<file path="config.mk">
export PLATFORM = sky130hd
export DESIGN_NAME = alu_driver
export DESIGN_NICKNAME = d
export VERILOG_FILES = /design/src/rtl/alu_driver.sv
export SDC_FILE = /design/constraint.sdc
export NUM_CORES = 1
export LEC_CHECK = 0
export CORE_UTILIZATION = 45
export DETAILED_ROUTE_END_ITERATION = 8
export GPL_ROUTABILITY_DRIVEN = 0
export GPL_TIMING_DRIVEN = 0
export PLACE_DENSITY_LB_ADDON = 0.1
export SYNTH_ARGS = -nofsm -noshare
export SYNTH_HDL_FRONTEND = slang
export SYNTH_SLANG_ARGS = --single-unit
</file>
<file path="constraint.sdc">
create_clock -name clk -period 5.2 [get_ports clk]
set_clock_uncertainty 0.05 [all_clocks]
set_input_delay 0.78 -clock clk [delete_from_list [all_inputs] [get_ports clk]]
set_output_delay 0.78 -clock clk [all_outputs]
set_load 0.02 [all_outputs]
</file>
<file path="src/rtl/alu_driver.sv">
`default_nettype none
// ============================================================================
// alu_driver : sequences one host request into an operand-serial ALU and
//              returns the result (or a timeout abort) to the host.
// Rev 1.0
// ============================================================================
module alu_driver #(
  parameter int HOLD    = 2,
  parameter int TIMEOUT = 64
) (
  input  logic        clk,
  input  logic        rst,
  input  logic        req_valid,
  output logic        req_ready,
  input  logic [1:0]  req_op,
  input  logic [7:0]  req_a,
  input  logic [7:0]  req_b,
  output logic        alu_start,
  output logic [1:0]  alu_op,
  output logic [7:0]  alu_inbus,
  input  logic [15:0] alu_outbus,
  input  logic        alu_done,
  output logic        rsp_valid,
  input  logic        rsp_ready,
  output logic [15:0] rsp_result,
  output logic        rsp_timeout,
  output logic [7:0]  op_count
);

  typedef enum logic [2:0] {
    S_IDLE   = 3'd0,
    S_LOAD_A = 3'd1,
    S_LOAD_B = 3'd2,
    S_WAIT   = 3'd3,
    S_RESP   = 3'd4
  } state_t;

  localparam logic [3:0]  c_hold_last    = 4'(HOLD - 1);
  localparam logic [15:0] c_timeout_last = 16'(TIMEOUT - 1);

  state_t      state_q, state_d;
  logic [3:0]  hold_cnt_q, hold_cnt_d;
  logic [15:0] wait_cnt_q, wait_cnt_d;
  logic [1:0]  op_q, op_d;
  logic [7:0]  a_q, a_d;
  logic [7:0]  b_q, b_d;
  logic        req_ready_q, req_ready_d;
  logic        alu_start_q, alu_start_d;
  logic [1:0]  alu_op_q, alu_op_d;
  logic [7:0]  alu_inbus_q, alu_inbus_d;
  logic        rsp_valid_q, rsp_valid_d;
  logic [15:0] rsp_result_q, rsp_result_d;
  logic        rsp_timeout_q, rsp_timeout_d;
  logic [7:0]  op_count_q, op_count_d;

  always_comb begin
    state_d       = state_q;
    hold_cnt_d    = hold_cnt_q;
    wait_cnt_d    = wait_cnt_q;
    op_d          = op_q;
    a_d           = a_q;
    b_d           = b_q;
    rsp_result_d  = rsp_result_q;
    rsp_timeout_d = rsp_timeout_q;
    op_count_d    = op_count_q;

    case (state_q)
      S_IDLE: begin
        // req_ready_q is low for the first cycle after reset, so gate on it
        if (req_valid && req_ready_q) begin
          op_d       = req_op;
          a_d        = req_a;
          b_d        = req_b;
          hold_cnt_d = 4'd0;
          state_d    = S_LOAD_A;
        end
      end
      S_LOAD_A: begin
        if (hold_cnt_q == c_hold_last) begin
          hold_cnt_d = 4'd0;
          state_d    = S_LOAD_B;
        end else begin
          hold_cnt_d = hold_cnt_q + 4'd1;
        end
      end
      S_LOAD_B: begin
        if (hold_cnt_q == c_hold_last) begin
          hold_cnt_d = 4'd0;
          wait_cnt_d = 16'd0;
          state_d    = S_WAIT;
        end else begin
          hold_cnt_d = hold_cnt_q + 4'd1;
        end
      end
      S_WAIT: begin
        // done on the last counted cycle takes priority over the timeout
        if (alu_done) begin
          rsp_result_d  = alu_outbus;
          rsp_timeout_d = 1'b0;
          op_count_d    = op_count_q + 8'd1;
          state_d       = S_RESP;
        end else if (wait_cnt_q == c_timeout_last) begin
          rsp_result_d  = 16'd0;
          rsp_timeout_d = 1'b1;
          state_d       = S_RESP;
        end else begin
          wait_cnt_d = wait_cnt_q + 16'd1;
        end
      end
      S_RESP: begin
        if (rsp_ready) begin
          state_d = S_IDLE;
        end
      end
      default: state_d = S_IDLE;
    endcase

    // Outputs are registered images of the state being entered
    req_ready_d = (state_d == S_IDLE);
    alu_start_d = (state_d == S_LOAD_A);
    rsp_valid_d = (state_d == S_RESP);
    alu_op_d    = 2'd0;
    alu_inbus_d = 8'd0;
    if (state_d == S_LOAD_A) begin
      alu_op_d    = op_d;
      alu_inbus_d = a_d;
    end else if (state_d == S_LOAD_B || state_d == S_WAIT) begin
      alu_op_d    = op_d;
      alu_inbus_d = b_d;
    end
  end

  always_ff @(posedge clk) begin
    if (!rst) begin
      state_q       <= S_IDLE;
      hold_cnt_q    <= 4'd0;
      wait_cnt_q    <= 16'd0;
      op_q          <= 2'd0;
      a_q           <= 8'd0;
      b_q           <= 8'd0;
      req_ready_q   <= 1'b0;
      alu_start_q   <= 1'b0;
      alu_op_q      <= 2'd0;
      alu_inbus_q   <= 8'd0;
      rsp_valid_q   <= 1'b0;
      rsp_result_q  <= 16'd0;
      rsp_timeout_q <= 1'b0;
      op_count_q    <= 8'd0;
    end else begin
      state_q       <= state_d;
      hold_cnt_q    <= hold_cnt_d;
      wait_cnt_q    <= wait_cnt_d;
      op_q          <= op_d;
      a_q           <= a_d;
      b_q           <= b_d;
      req_ready_q   <= req_ready_d;
      alu_start_q   <= alu_start_d;
      alu_op_q      <= alu_op_d;
      alu_inbus_q   <= alu_inbus_d;
      rsp_valid_q   <= rsp_valid_d;
      rsp_result_q  <= rsp_result_d;
      rsp_timeout_q <= rsp_timeout_d;
      op_count_q    <= op_count_d;
    end
  end

  assign req_ready   = req_ready_q;
  assign alu_start   = alu_start_q;
  assign alu_op      = alu_op_q;
  assign alu_inbus   = alu_inbus_q;
  assign rsp_valid   = rsp_valid_q;
  assign rsp_result  = rsp_result_q;
  assign rsp_timeout = rsp_timeout_q;
  assign op_count    = op_count_q;

endmodule
`default_nettype wire

</file>
==> results.py, run 1 <==
metrics = {
    "setup_path": {
        "crit_arrival_ps": 2900,
        "reg2reg_to": "wait_cnt_q[1]",
        "cp-end-kind": "flop",
        "critPathMaxFanout": 10,
        "critPathKind": "primary input to flop",
        "critPathLaunch": "req_valid",
        "reg2reg_setup_slack_ps": 2830,
        "rr_worst_depth": 7,
        "crit_end": "alu_inbus[6]",
        "cp_data_required_time_ps": 5370,
        "cp-start-kind": "primary input",
        "regToRegStartpoint": "wait_cnt_q[0]",
    },
    "routing": {
        "dr.pass1.iters": 4,
        "avgViaCountPerCell": 5.418,
        "antenna_left": 0,
        "vias": 2866,
        "routed_wl_um": 7643,
        "drc": 0,
        "drt_iter0_drc": 112,
        "drt-wirelength-per-cell_um": 14.45,
    },
    "logic_synthesis": {
        "synthTopCellsByArea": "dfxtp_1 (48%), a22o_1 (4.3%), nand2_1 (3.7%), a21oi_1 (3.4%), mux2i_1 (3.1%)",
        "netlist.area_leader.share_pct": 48.28,
        "synth-async-reset-ratio_pct": 0,
        "synth-edff-count": 0,
        "ys_types": 55,
        "yosysTopAreaCell": "dfxtp_1",
        "ys_ff_latch": 79,
        "synthFlopType": "dfxtp_1",
        "seq_area_frac_synth_pct": 48.28,
        "synth.avg_cell_area_um2": 9.606,
        "synth_fp_nets": 384,
        "synth_cells": 341,
        "yosysWarnings": 0,
        "netlist_area_um2": 3276,
    },
    "sta": {
        "rsz0062_at_grt": "false",
        "hold_viol_final": 0,
        "finalSetupViolCount": 0,
        "final_max_slew_viol_count": 0,
        "max_slew_margin_pct": 42.55,
        "fin_crit_ps": 2725,
        "max_clock_freq_mhz": 367.0,
        "finalCritPeriodShare_pct": 52.39,
        "tightest_slew_ps": 859.6,
        "tns_ps": 0,
    },
    "placement": {
        "dpl.cell_count": 513,
        "io_buffers": 76,
        "hpwl_um": 5503,
    },
    "grt": {
        "overflow": 0,
        "grt_start_max_net_pins": 15,
        "grt_first_pass_wirelength_um": 12590,
        "grt_pass1_vias": 2701,
        "grt_usage_pct": 21.40,
        "antenna_found_initial": 0,
    },
    "clocking": {
        "clk_path_buf_depth": 2,
        "clockRootBuffer": "clkbuf_8",
        "clk_pin_slew_ps": 80,
        "cts_made_buffers": 9,
        "cts.sinks": 79,
        "cts_resized": 0,
        "clock_latency_ps": 350,
        "cts_htree_levels": 3,
        "ctsHoldBuffers": 0,
        "cts_setup_buffers": 0,
        "cts_tree": "done",
    },
    "floorplanning": {
        "die_y_um": 87.32,
        "dieArea_um2": 7625,
        "start_util_pct": 47.43,
        "die_w_um": 87.32,
        "core_area_um2": 6907,
        "num_rows": 30,
        "io_pins": 77,
    },
    "flow_run": {
        "maxCapViolCount": 0,
    },
    "cells_and_area": {
        "final_nets": 471,
        "drive_above_1_share_pct": 10.16,
        "final-instance-count-excl-fill": 529,
        "syn2layout_area_growth_pct": 33.12,
        "antenna_cells": 0,
        "fillerInstances": 625,
    },
    "power": {
        "power.density_nw_per_um2": 303.5,
        "p_leak_nw": 1.480,
        "max-vdd-ir-drop_uv": 230.8,
    },
    "outcome": {
        "status": "completed",
    },
    "hold_path": {
        "hold_path.class": "flop to flop",
    },
}
-- state kept, by name, summed over array words and instances, names as in the netlist, 2 cells and up --
| name | cells |
|---|---|
| state_q | 3 |
| wait_cnt_q | 16 |
| b_q | 8 |
| alu_inbus | 8 |
| alu_op | 2 |
| a_q | 8 |
| hold_cnt_q | 4 |
| op_q | 2 |
| rsp_result | 16 |
| op_count | 8 |
-- synth_stat cells (3+ instances only) --
library cell / instances
a211oi_1: 3
o22ai_1: 8
xor2_1: 3
nor3_1: 6
ha_1: 4
buf_1: 3
mux2i_1: 10
nand2_1: 32
xnor2_1: 7
and3_1: 4
o21ai_0: 5
a22o_1: 16
nand4_1: 4
clkbuf_1: 12
o21ai_1: 5
dfxtp_1: 79
o31ai_1: 5
nor2_1: 24
or4_2: 4
or3_2: 3
or3_1: 6
nand3_1: 10
inv_1: 8
or4_1: 3
a21oi_1: 22
a21oi_2: 7
a22oi_1: 8
-- per-stage QoR --
step	power (mW)	util (%)	hold WS (ps)	setup WS [ps]	area (um2)
after floorplan	0.7935	-	386.0	2940	3276
after global placement	0.8721	60.18	390.9	2079	4156
after detailed placement	0.8784	60.27	396.7	2056	4163
after CTS	1.331	63.13	407.9	2441	4360
after global routing	1.380	63.13	445.2	2272	4360
final	1.323	63.13	409.4	2475	4360
-- power by group --
group	switching (mW)	internal, mW
logic	0.115	0.0974
registers	0.0164	0.635
clock network	0.235	0.224
total	0.367	0.957
-- logic make-up (layout without fill, tap and decap cells) --
logic type	count (synthesis)	count (layout)	synth area share, %
XOR/XNOR	10	10	2.674
buffers and inverters	26	118	3.743
AO/OA/AOI/OAI	89	89	19.98
AND/OR/NAND/NOR	123	123	20.74
flip-flops	79	79	48.28
multiplexers	10	10	3.056
adder cells (fa/ha/maj)	4	4	1.528
-- worst max-delay path: stages --
cell             delay [ps]
clkdlybuf4s50_1         480
nand4bb_1               110
clkbuf_1                170
nor2_2                  500
clkbuf_1                460
mux2i_1                 290
o22ai_1                 100
-- routing by layer --
| layer | up-vias | wire length [um] | GRT usage, % |
|---|---|---|---|
| li1 | 1422 | - | - |
| met1 | 1364 | 3450 | 25.96 |
| met2 | 69 | 3717 | 36.36 |
| met3 | 11 | 342 | 4.171 |
| met4 | 0 | 132 | 10.13 |
| met5 | - | 0 | 0 |
-- cell type report --
type	count	area [um2]	share of cell area, %
flip-flops and latches	79	1582	36.27
multi-input cells	236	1578	36.18
repair buffers	76	760.7	17.45
clock buffers	10	127.6	2.927
well taps	96	120.1	2.755
plain buffers	18	92.59	2.123
clock inverters	6	70.07	1.607
inverters	8	30.03	0.6887
-- worst min path at each step --
stage / start / end / slack (ps) / cells after the start
floorplan: a_q[0] / a_q[0] / 390 / 2
global placement: a_q[0] / a_q[0] / 390 / 2
detailed placement: a_q[0] / a_q[0] / 400 / 2
CTS: a_q[0] / a_q[0] / 410 / 2
global route: a_q[1] / a_q[1] / 450 / 2
finish: a_q[0] / a_q[0] / 410 / 2
-- cells in the final DEF, fill, tap and decap left out, types with 3 or more instances in the layout --
cell / synthesis / final
o22ai_1: 8 / 8
clkinvlp_4: 0 / 3
dfxtp_1: 79 / 79
or3_1: 6 / 6
and3_1: 4 / 4
nor2_1: 24 / 24
a22o_1: 16 / 16
buf_1: 3 / 3
a21oi_2: 7 / 7
o31ai_1: 5 / 5
mux2i_1: 10 / 10
ha_1: 4 / 4
a211oi_1: 3 / 3
or4_2: 4 / 4
or3_2: 3 / 3
xor2_1: 3 / 3
nand3_1: 10 / 10
clkdlybuf4s50_1: 0 / 76
clkbuf_8: 0 / 9
inv_1: 8 / 8
clkbuf_1: 12 / 13
xnor2_1: 7 / 7
o21ai_1: 5 / 5
nor3_1: 6 / 6
o21ai_0: 5 / 5
nand4_1: 4 / 4
a21oi_1: 22 / 22
or4_1: 3 / 3
a22oi_1: 8 / 8
nand2_1: 32 / 32
Note: power is estimated with default switching activity, not from simulation.
==> run 2: changes to the inputs <==
==> constraint.sdc (replaced) <==
create_clock -name clk -period 2.2 [get_ports clk]
set_clock_uncertainty 0.05 [all_clocks]
set_input_delay 0.33 -clock clk [delete_from_list [all_inputs] [get_ports clk]]
set_output_delay 0.33 -clock clk [all_outputs]
set_load 0.02 [all_outputs]
==> results.py, run 2 (synthesis gave the netlist of run 1 again) <==
metrics = {
    "outcome": {
        "status": "completed",
    },
    "sta": {
        "max_slew_margin_pct": 38.89,
        "rsz0062_at_grt": "false",
        "fin_crit_ps": 2126,
        "finalSetupViolCount": 0,
        "final_max_slew_viol_count": 0,
        "finalCritPeriodShare_pct": 96.65,
        "whs_ps": 410.7,
        "hold_viol_final": 0,
        "tightest_slew_ps": 914.3,
        "max_clock_freq_mhz": 470.3,
        "setup_ws_ps": 73.73,
    },
    "setup_path": {
        "reg2reg_setup_slack_ps": 70,
        "critPathMaxFanout": 10,
        "cp-start-kind": "flop",
        "reg2reg_to": "wait_cnt_q[1]",
        "cp-end-kind": "flop",
        "cp_data_required_time_ps": 2400,
        "critPathKind": "flop to flop",
        "crit_arrival_ps": 2330,
        "rr_worst_depth": 6,
        "regToRegStartpoint": "wait_cnt_q[13]",
    },
    "cells_and_area": {
        "final_cell_mix": "dfxtp_1 (79), clkdlybuf4s50_1 (76), nand2_1 (32)",
        "postLayoutCellArea_um2": 4408,
        "final_common_cell": "dfxtp_1",
        "antenna_cells": 0,
        "drive_above_1_share_pct": 11.75,
        "final_nets": 472,
        "syn2layout_area_growth_pct": 34.57,
    },
    "floorplanning": {
        "die_w_um": 87.32,
        "io_pins": 77,
        "start_util_pct": 47.43,
        "dieArea_um2": 7625,
        "num_rows": 30,
        "die_y_um": 87.32,
        "core_area_um2": 6907,
    },
    "routing": {
        "routed_wl_um": 7844,
        "antenna_left": 0,
        "drc": 0,
        "drt_iter0_drc": 94,
        "drt-wirelength-per-cell_um": 14.80,
        "avgViaCountPerCell": 5.479,
        "vias": 2904,
        "dr.pass1.iters": 5,
    },
    "grt": {
        "grt_first_pass_wirelength_um": 12880,
        "overflow": 0,
        "antenna_found_initial": 0,
        "grt_pass1_vias": 2777,
        "grt_start_max_net_pins": 15,
        "grt_usage_pct": 21.90,
    },
    "flow_run": {
        "maxCapViolCount": 0,
    },
    "power": {
        "max-vdd-ir-drop_uv": 517.0,
        "comb_power_share_pct": 16.4,
        "seqPwrFrac_pct": 49.0,
        "p_leak_nw": 1.498,
        "pwr-share-clk_pct": 34.6,
        "power_switching_uw": 874.0,
        "p_int_mw": 2.266,
        "total_power_mw": 3.140,
        "power.density_nw_per_um2": 712.4,
        "switching_share_pct": 27.83,
    },
    "placement": {
        "io_buffers": 76,
        "dp_worst_setup_slack_ps": -493.8,
        "hpwl_um": 5503,
        "dpl_cell_area_um2": 4163,
    },
    "clocking": {
        "cts.sinks": 79,
        "ctsHoldBuffers": 0,
        "clock_latency_ps": 350,
        "clk_pin_slew_ps": 80,
        "cts_tree": "done",
        "cts_htree_levels": 3,
        "cts_made_buffers": 9,
        "clk_path_buf_depth": 2,
        "clockRootBuffer": "clkbuf_8",
    },
    "hold_path": {
        "hold_path.class": "flop to flop",
        "holdPathEnd": "a_q[0]",
        "min_path_cells": 2,
        "min_from": "a_q[0]",
    },
}
## run 2: routing by layer
layer	vias up	track usage (%)	wire length, um
li1	1425	-	-
met3	10	4.171	406
met5	-	0	0
met2	81	38.14	3921
met1	1388	25.96	3397
met4	0	10.13	119
## run 2: layout make-up
| type | instances | area [um2] |
|---|---|---|
| inverter | 8 | 30.03 |
| clock buffer | 10 | 127.6 |
| fill | 624 | 2499 |
| buffer | 17 | 91.34 |
| multi-input combinational | 236 | 1612 |
| clock inverter | 6 | 70.07 |
| timing repair buffer | 78 | 775.7 |
| tap | 96 | 120.1 |
| sequential | 79 | 1582 |
## run 2: worst max path at each step
stage | start | endpoint | slack, ps
after floorplan | wait_cnt_q[8] | wait_cnt_q[1] | 180
after global placement | req_valid | alu_inbus[6] | -470
after detailed placement | req_valid | alu_inbus[7] | -490
after CTS | wait_cnt_q[13] | rsp_result[9] | 20
after global routing | wait_cnt_q[13] | alu_inbus[4] | 20
final | wait_cnt_q[13] | wait_cnt_q[1] | 70
## run 2: timing repair
action	4_1_cts	5_1_grt
gates cloned	0	0
pin swaps	2	0
setup endpoints to repair	36	25
buffers inserted	2	0
gates resized for setup	5	6
## run 2: worst max-delay path: stages (launching register included)
cell	delay, ps
dfxtp_1	340
or4_4	590
o41ai_4	490
buf_6	210
buf_12	130
nor2_2	40
o21a_1	160
## run 2: power groups by stage
stage / logic, mW / clock network [mW] / registers [mW]
6_report: 0.514 / 1.09 / 1.54
5_1_grt: 0.562 / 1.16 / 1.55
4_1_cts: 0.516 / 1.10 / 1.54
3_5_place_dp: 0.503 / 0 / 1.57
3_3_place_gp: 0.491 / 0 / 1.57
2_1_floorplan: 0.282 / 0 / 1.59
## run 2: through the flow
stage | cells | setup TNS (ps) | util [%]
6_report | 530 | 0 | 63.82
5_1_grt | 530 | 0 | 63.82
4_1_cts | 531 | 0 | 63.80
3_5_place_dp | 513 | -9349 | 60.27
3_3_place_gp | 513 | -8322 | 60.18
2_1_floorplan | 341 | 0 | -
==> run 3: changes to the inputs <==
--- a/config.mk
+++ b/config.mk
@@ -5,11 +5,14 @@
 export SDC_FILE = /design/constraint.sdc
 export NUM_CORES = 1
 export LEC_CHECK = 0
+export CORE_MARGIN = 5
 export CORE_UTILIZATION = 45
+export CTS_BUF_LIST = sky130_fd_sc_hd__clkbuf_8
 export DETAILED_ROUTE_END_ITERATION = 8
 export GPL_ROUTABILITY_DRIVEN = 0
 export GPL_TIMING_DRIVEN = 0
 export PLACE_DENSITY_LB_ADDON = 0.1
+export SKIP_LAST_GASP = 1
 export SYNTH_ARGS = -nofsm -noshare
 export SYNTH_HDL_FRONTEND = slang
 export SYNTH_SLANG_ARGS = --single-unit
==> results.py, run 3 (synthesis gave the netlist of run 1 again) <==
metrics = {
    "power": {
        "total_power_mw": 3.299,
        "max-vdd-ir-drop_uv": 457.3,
        "power.density_nw_per_um2": 736.6,
        "p_leak_nw": 1.538,
    },
    "sta": {
        "finalCritPeriodShare_pct": 97.75,
        "tightest_slew_ps": 696.6,
        "finalSetupViolCount": 0,
        "max_clock_freq_mhz": 465.0,
        "hold_viol_final": 0,
        "max_slew_margin_pct": 53.46,
        "fin_crit_ps": 2151,
        "rsz0062_at_grt": "true",
        "tns_ps": 0,
        "final_max_slew_viol_count": 0,
    },
    "floorplanning": {
        "core_area_um2": 7176,
        "start_util_pct": 45.65,
        "die_w_um": 95.32,
        "num_rows": 31,
        "io_pins": 77,
        "die_y_um": 95.32,
        "dieArea_um2": 9086,
    },
    "setup_path": {
        "crit_buf_inv": 1,
        "cp_data_required_time_ps": 2390,
        "cp-start-kind": "flop",
        "worstPathCellList": "or4_4, o41ai_4, a21oi_2, buf_2, a22o_1",
        "regToRegStartpoint": "wait_cnt_q[13]",
        "critPathKind": "flop to flop",
        "slowest_stage": "or4_4",
        "critPathMaxFanout": 10,
        "rr_worst_depth": 5,
        "slowest_delay_ps": 590,
        "cp-end-kind": "flop",
        "crit_arrival_ps": 2340,
        "reg2reg_setup_slack_ps": 50,
        "reg2reg_to": "rsp_result[11]",
        "cpLargestDelayFamily": "compound AO/OA/AOI/OAI gates",
    },
    "grt": {
        "antenna_found_initial": 0,
        "grt_first_pass_wirelength_um": 13030,
        "grt_pass1_vias": 2838,
        "grt_usage_pct": 18.19,
        "overflow": 0,
        "grt_start_max_net_pins": 15,
    },
    "clocking": {
        "clk_pin_slew_ps": 90,
        "cts_tree": "done",
        "clk_path_buf_depth": 2,
        "clock_latency_ps": 340,
        "cts_htree_levels": 3,
        "cts.sinks": 79,
        "clockRootBuffer": "clkbuf_8",
        "cts_made_buffers": 9,
        "ctsHoldBuffers": 0,
    },
    "flow_run": {
        "maxCapViolCount": 0,
    },
    "routing": {
        "drc": 0,
        "routed_wl_um": 8104,
        "drt_iter0_drc": 84,
        "avgViaCountPerCell": 5.346,
        "dr.pass1.iters": 5,
        "vias": 2860,
        "drt-wirelength-per-cell_um": 15.15,
        "antenna_left": 0,
    },
    "cells_and_area": {
        "fillerInstances": 626,
        "postLayoutCoreUtil_pct": 62.41,
        "final_nets": 474,
        "syn2layout_area_growth_pct": 36.71,
        "postLayoutCellArea_um2": 4478,
        "final_common_cell": "dfxtp_1",
        "final_cell_mix": "dfxtp_1 (79), clkdlybuf4s50_1 (76), nand2_1 (32)",
        "drive_above_1_share_pct": 12.39,
        "antenna_cells": 0,
    },
    "placement": {
        "hpwl_um": 5730,
        "io_buffers": 76,
        "dpl_cell_area_um2": 4167,
    },
    "outcome": {
        "status": "completed",
    },
    "hold_path": {
        "min_from": "a_q[1]",
        "hold_path.class": "flop to flop",
        "min_path_cells": 2,
        "holdPathEnd": "a_q[1]",
    },
}
run 3: how the worst max path moves through the flow:
stage	from	end	cells after the start
3_5_place_dp	req_valid	alu_inbus[7]	7
6_report	wait_cnt_q[13]	rsp_result[11]	5
2_1_floorplan	wait_cnt_q[8]	wait_cnt_q[1]	6
5_1_grt	wait_cnt_q[0]	rsp_result[8]	6
3_3_place_gp	req_valid	alu_inbus[7]	7
4_1_cts	wait_cnt_q[0]	alu_inbus[1]	6
run 3: cell type report:
| type | count | area, um2 | share of cell area, % |
|---|---|---|---|
| Clock buffer | 10 | 137.6 | 3.073 |
| Inverter | 8 | 30.03 | 0.6706 |
| Buffer | 18 | 96.34 | 2.151 |
| Tap cell | 99 | 123.9 | 2.766 |
| Multi-Input combinational cell | 237 | 1642 | 36.66 |
| Timing Repair Buffer | 78 | 775.7 | 17.32 |
| Clock inverter | 6 | 91.34 | 2.040 |
| Sequential cell | 79 | 1582 | 35.32 |
run 3: metrics by stage:
| step | setup slack, ps | hold slack [ps] | instances |
|---|---|---|---|
| after floorplan | 177.3 | 386.0 | 341 |
| after global placement | -448.9 | 391.1 | 516 |
| after detailed placement | -473.1 | 397.1 | 516 |
| after CTS | -12.37 | 409.0 | 534 |
| after global routing | -62.65 | 440.8 | 535 |
| final | 49.42 | 412.7 | 535 |
run 3: report_power, final:
| part | switching (mW) | internal [mW] | leakage (nW) |
|---|---|---|---|
| registers | 0.0388 | 1.50 | 0.639 |
| clock network | 0.550 | 0.676 | 0.117 |
| logic | 0.288 | 0.245 | 0.782 |
| total | 0.876 | 2.42 | 1.54 |
run 3: tightest hold or removal path, stage by stage (launching register included):
cell and delay, ps:
dfxtp_1 320, nand2_1 50, a21oi_1 50
run 3: repair_timing:
action	in CTS	in global routing
pin swaps	2	0
setup endpoints to repair	37	32
resized for setup	3	11
gates cloned	0	1
setup buffers	2	0
run 3: layer usage:
metal	wire (um)	global-route usage [%]
met1	3698	23.41
met2	3844	30.15
met3	449	3.710
met4	112	6.490
met5	0	0
